`config.mk`:
```
export PLATFORM = sky130hd
export DESIGN_NAME = keypad_scanner
export DESIGN_NICKNAME = d
export VERILOG_FILES = /design/src/rtl/keypad_scanner.sv
export SDC_FILE = /design/constraint.sdc
export NUM_CORES = 1
export LEC_CHECK = 0
export ABC_AREA = 1
export BUFFER_PORTS_ARGS = -buffer_cell sky130_fd_sc_hd__buf_2
export CORE_AREA = 10 10 70 72
export CTS_BUF_LIST = sky130_fd_sc_hd__clkbuf_16
export DETAILED_ROUTE_END_ITERATION = 10
export DIE_AREA = 0 0 80 82
export PLACE_DENSITY_LB_ADDON = 0.12
export SLEW_MARGIN = 30
export SYNTH_ARGS = -nofsm -noshare
export SYNTH_HDL_FRONTEND = slang
export SYNTH_SLANG_ARGS = --single-unit
```
`constraint.sdc`:
```
create_clock -name clk -period 3.9 [get_ports clk]
set_clock_uncertainty 0.05 [all_clocks]
set_input_delay 0.975 -clock clk [delete_from_list [all_inputs] [get_ports clk]]
set_output_delay 0.975 -clock clk [all_outputs]
set_load 0.03 [all_outputs]
```
`src/rtl/keypad_scanner.sv`:
```
// 4x4 matrix keypad scanner: one-hot active-low column drive, debounced
// press/release detection, hex encoding and a 4-nibble entry shift register.
module keypad_scanner #(
    parameter int DEBOUNCE_TICKS = 4
) (
    input  logic        clk,
    input  logic        reset,
    input  logic        scan_tick,
    input  logic [3:0]  row,
    input  logic        clear,
    output logic [3:0]  col,
    output logic [3:0]  key_code,
    output logic        key_valid,
    output logic [15:0] entry_value
);

    localparam logic [1:0] SCAN     = 2'd0;
    localparam logic [1:0] DEBOUNCE = 2'd1;
    localparam logic [1:0] HELD     = 2'd2;
    localparam logic [3:0] DT       = 4'(DEBOUNCE_TICKS);

    logic [3:0]  r1_q, rs_q;
    logic [1:0]  state_q, state_d;
    logic [1:0]  col_sel_q, col_sel_d;
    logic [1:0]  cand_row_q, cand_row_d;
    logic [3:0]  cnt_q, cnt_d;
    logic [3:0]  key_code_q, key_code_d;
    logic        key_valid_q, key_valid_d;
    logic [15:0] entry_q, entry_d;
    logic [1:0]  low_row;
    logic [3:0]  cnt_inc;
    logic        accept;

    function automatic logic [3:0] key_map(input logic [1:0] r,
                                           input logic [1:0] c);
        logic [3:0] k;
        case ({r, c})
            4'h0: k = 4'h1;
            4'h1: k = 4'h2;
            4'h2: k = 4'h3;
            4'h3: k = 4'hA;
            4'h4: k = 4'h4;
            4'h5: k = 4'h5;
            4'h6: k = 4'h6;
            4'h7: k = 4'hB;
            4'h8: k = 4'h7;
            4'h9: k = 4'h8;
            4'hA: k = 4'h9;
            4'hB: k = 4'hC;
            4'hC: k = 4'h0;
            4'hD: k = 4'hF;
            4'hE: k = 4'hE;
            default: k = 4'hD;
        endcase
        return k;
    endfunction

    // Lowest row index wins when several rows read low in one column.
    always_comb begin
        if (!rs_q[0])      low_row = 2'd0;
        else if (!rs_q[1]) low_row = 2'd1;
        else if (!rs_q[2]) low_row = 2'd2;
        else               low_row = 2'd3;
    end

    always_comb begin
        state_d     = state_q;
        col_sel_d   = col_sel_q;
        cand_row_d  = cand_row_q;
        cnt_d       = cnt_q;
        key_code_d  = key_code_q;
        key_valid_d = 1'b0;
        entry_d     = entry_q;
        accept      = 1'b0;
        cnt_inc     = cnt_q + 4'd1;
        if (scan_tick) begin
            unique case (state_q)
                SCAN: begin
                    if (rs_q == 4'hF) begin
                        col_sel_d = col_sel_q + 2'd1;
                    end else begin
                        cand_row_d = low_row;
                        if (DT == 4'd1) begin
                            accept = 1'b1;
                        end else begin
                            cnt_d   = 4'd1;
                            state_d = DEBOUNCE;
                        end
                    end
                end
                DEBOUNCE: begin
                    if (rs_q[cand_row_q]) begin
                        state_d   = SCAN;
                        col_sel_d = col_sel_q + 2'd1;
                        cnt_d     = 4'd0;
                    end else if (cnt_inc == DT) begin
                        accept = 1'b1;
                    end else begin
                        cnt_d = cnt_inc;
                    end
                end
                HELD: begin
                    if (!rs_q[cand_row_q]) begin
                        cnt_d = 4'd0;
                    end else if (cnt_inc == DT) begin
                        state_d   = SCAN;
                        col_sel_d = col_sel_q + 2'd1;
                        cnt_d     = 4'd0;
                    end else begin
                        cnt_d = cnt_inc;
                    end
                end
                default: begin
                    state_d = SCAN;
                    cnt_d   = 4'd0;
                end
            endcase
        end
        if (accept) begin
            key_valid_d = 1'b1;
            key_code_d  = key_map(cand_row_d, col_sel_q);
            entry_d     = {entry_q[11:0], key_code_d};
            cnt_d       = 4'd0;
            state_d     = HELD;
        end
        if (clear) begin
            entry_d = 16'h0000;
        end
    end

    always_ff @(posedge clk or posedge reset) begin
        if (reset) begin
            r1_q        <= 4'hF;
            rs_q        <= 4'hF;
            state_q     <= SCAN;
            col_sel_q   <= 2'd0;
            cand_row_q  <= 2'd0;
            cnt_q       <= 4'd0;
            key_code_q  <= 4'd0;
            key_valid_q <= 1'b0;
            entry_q     <= 16'h0000;
        end else begin
            r1_q        <= row;
            rs_q        <= r1_q;
            state_q     <= state_d;
            col_sel_q   <= col_sel_d;
            cand_row_q  <= cand_row_d;
            cnt_q       <= cnt_d;
            key_code_q  <= key_code_d;
            key_valid_q <= key_valid_d;
            entry_q     <= entry_d;
        end
    end

    assign col         = ~(4'b0001 << col_sel_q);
    assign key_code    = key_code_q;
    assign key_valid   = key_valid_q;
    assign entry_value = entry_q;

endmodule

```
==> results.cfg <==
[power]
sequentialPowerShare_pct = 38.0
combPwrFrac_pct = 33.2
power_density_mw_per_mm2 = 612.4
p_switching_w = 0.0005034
peakVddDrop_mv = 0.4704
intPower_w = 0.0008352
swShare_pct = 37.61
leakage_nw = 1.211
clockPowerShare_pct = 28.8

[routing]
drc = 0
drt_pre_antenna_iters = 4
antenna_left = 0
vias = 1473
drt_iter0_drc = 43
wire_per_inst_um = 12.18
drt_wl_total_um = 3703
vias_per_cell = 4.845

[yosys]
yosys-top-cells-area = dfrtp_1 (42%), nand2_1 (15%), dfstp_2 (11%), nand3_1 (7.0%), ha_1 (4.7%)
ys_seq_elements = 39
synth_cells = 218
postSynthAreaPerCell_um2 = 8.489
synthDistinctLibCells = 21
yosysSeqAreaShare_pct = 53.28
syn_nets = 233
ys_warn_count = 0
netlist.area_leader.share_pct = 41.92
syn_area_mm2 = 0.001851
synth_top_cell_by_area = dfrtp_1

[cts]
h-tree-depth = 2
clkSinkCount = 39
cts_resized = 0
cts_setup_buffers = 0
cts-root-buf = clkbuf_16
clock_path_buffers = 2
cts_tree = done
clkTransAtPathRegs_ps = 60
numCtsBuffers = 5
hold_buffers = 0
insertion_delay_ps = 280

[timing]
slew_headroom_pct = 52.49
drv_slew = 0
fmax_ghz = 0.4287
tightest_slew_ps = 710.0
hold_ws_ps = 300.8
final.setup.worst_slack_ps = 1567
report.final.hold_viol_count = 0
fin_tns_setup_ps = 0
finalSetupViolCount = 0
finalCritPeriodShare_pct = 59.81
rsz0062_at_grt = no
period_minus_slack_ps = 2333

[final_layout]
final_core_util_pct = 61.08
num-nets-final = 270
final_common_cell = nand2_1
num_antenna_cells = 0
fill_cells = 353
layout_common_cells = nand2_1 (76), buf_2 (32), dfrtp_1 (31), nand3_1 (26), inv_1 (24)
stdcell_count = 304
syn_to_final_growth_pct = 18.12
drive_gt1_share_pct = 22.66

[placement]
port_buffers = 32
gp_congestion = 0.7710
detailed_place_hpwl_um = 2772
pre_cts_ws_ps = 1513
dp_cells = 296

[worst_setup_path]
r2r_slack_ps = 1720
startpoint = col_sel_q[0]$_DFFE_PP0P_
crit-reg2reg-capture = entry_value[9]$_DFFE_PP0P_
required_ps = 2870
cp_common_cell = inv_1
worstPathCellList = inv_1, ha_1, inv_1, buf_2
cp-start-kind = flop
timing.rr.start = cnt_q[0]$_DFFE_PP0P_
arrival_ps = 1310
critPathKind = reg -> out
crit_path_max_incr_delay_ps = 410
slowest_stage = dfrtp_1
worst-path-stages = 4
critPathTopFamily = flip-flops
endpoint = col[0]
cp_max_fo = 5
r2r_cells = 9
critPathBufInv = 3
endpoint_kind = output port

[job]
maxCapViolCount = 0

[die]
floorplan.initialDensity_pct = 51.71
dieHeight_um = 82
die-area_mm2 = 0.006560
fp-row-count = 22
pin_count = 33
die-width_um = 80
coreArea_mm2 = 0.003578

[global_routing]
grt-ovfl-total = 0
grt_start_max_net_pins = 31
first_global_vias = 1433
grt_use_total_pct = 12.57
grt_pass1_wl_um = 6465
antenna_found_initial = 0

[run_status]
status = finished, final reports clean

[min_path]
worst_hold_path_type = reg -> reg
cells in the mapped netlist (all sizes together):
cell and number:
nor2 11, o21ai 15, nand4 2, xor2 2, buf 4, nand2 80
ha 7, dfstp 8, a21oi 3, nand3 27, inv 25, xnor2 2
dfrtp 31, nand3b 1
per-layer routing:
layer	GRT usage (%)	vias to the layer above	routed length (µm)
met5	0	-	0
met4	6.162	0	70
met3	4.803	6	245
met2	19.50	35	1723
met1	15.03	674	1663
li1	-	758	-
cell families (layout without fill, tap and decap cells):
kind of cell	count (synthesis)	after routing	share of synthesized area, %
AO/OA/AOI/OAI	18	18	4.868
XOR/XNOR	4	4	1.894
flip-flops	39	39	53.28
buffers and inverters	29	67	7.302
AND/OR/NAND/NOR	121	121	27.92
adder cells (fa/ha/maj)	7	7	4.733
area by class of cell:
cell class | instances | area (µm²) | area share (%)
Inverter | 25 | 93.84 | 4.293
Timing Repair Buffer | 34 | 175.2 | 8.014
Sequential cell | 39 | 985.9 | 45.11
Clock inverter | 3 | 16.27 | 0.7441
Multi-Input combinational cell | 150 | 729.5 | 33.37
Tap cell | 48 | 60.06 | 2.748
Clock buffer | 5 | 125.1 | 5.724
sequential cells by signal, summed over array words and instances (netlist names):
register,flops
cnt_q,4
col_sel_q,2
r1_q,4
key_code,4
rs_q,4
cand_row_q,2
key_valid,1
state_q,2
entry_value,16
per-stage QoR:
stage	cell area (µm²)	total power (W)
after floorplan	1851	0.0008548
after global placement	2044	0.0009549
after detailed placement	2044	0.0009614
after CTS	2186	0.001356
after global routing	2186	0.001444
final	2186	0.001339
power groups by stage:
stage	sequential [W]	clock, W	combinational [W]
after detailed placement	0.000518	0	0.000444
final	0.000508	0.000385	0.000445
after global routing	0.000517	0.000410	0.000517
after floorplan	0.000524	0	0.000331
after global placement	0.000515	0	0.000440
after CTS	0.000509	0.000394	0.000453
worst min path at each step:
stage                              to  cells past startpoint  slack [ps]               from
floorplan           rs_q[0]$_DFF_PP1_                      0         300  r1_q[0]$_DFF_PP1_
global placement    rs_q[2]$_DFF_PP1_                      0         300  r1_q[2]$_DFF_PP1_
detailed placement  rs_q[1]$_DFF_PP1_                      0         300  r1_q[1]$_DFF_PP1_
CTS                 rs_q[0]$_DFF_PP1_                      0         300  r1_q[0]$_DFF_PP1_
global route        rs_q[0]$_DFF_PP1_                      0         310  r1_q[0]$_DFF_PP1_
finish              rs_q[0]$_DFF_PP1_                      0         300  r1_q[0]$_DFF_PP1_
No activity file was read; power rests on OpenSTA's default activity.
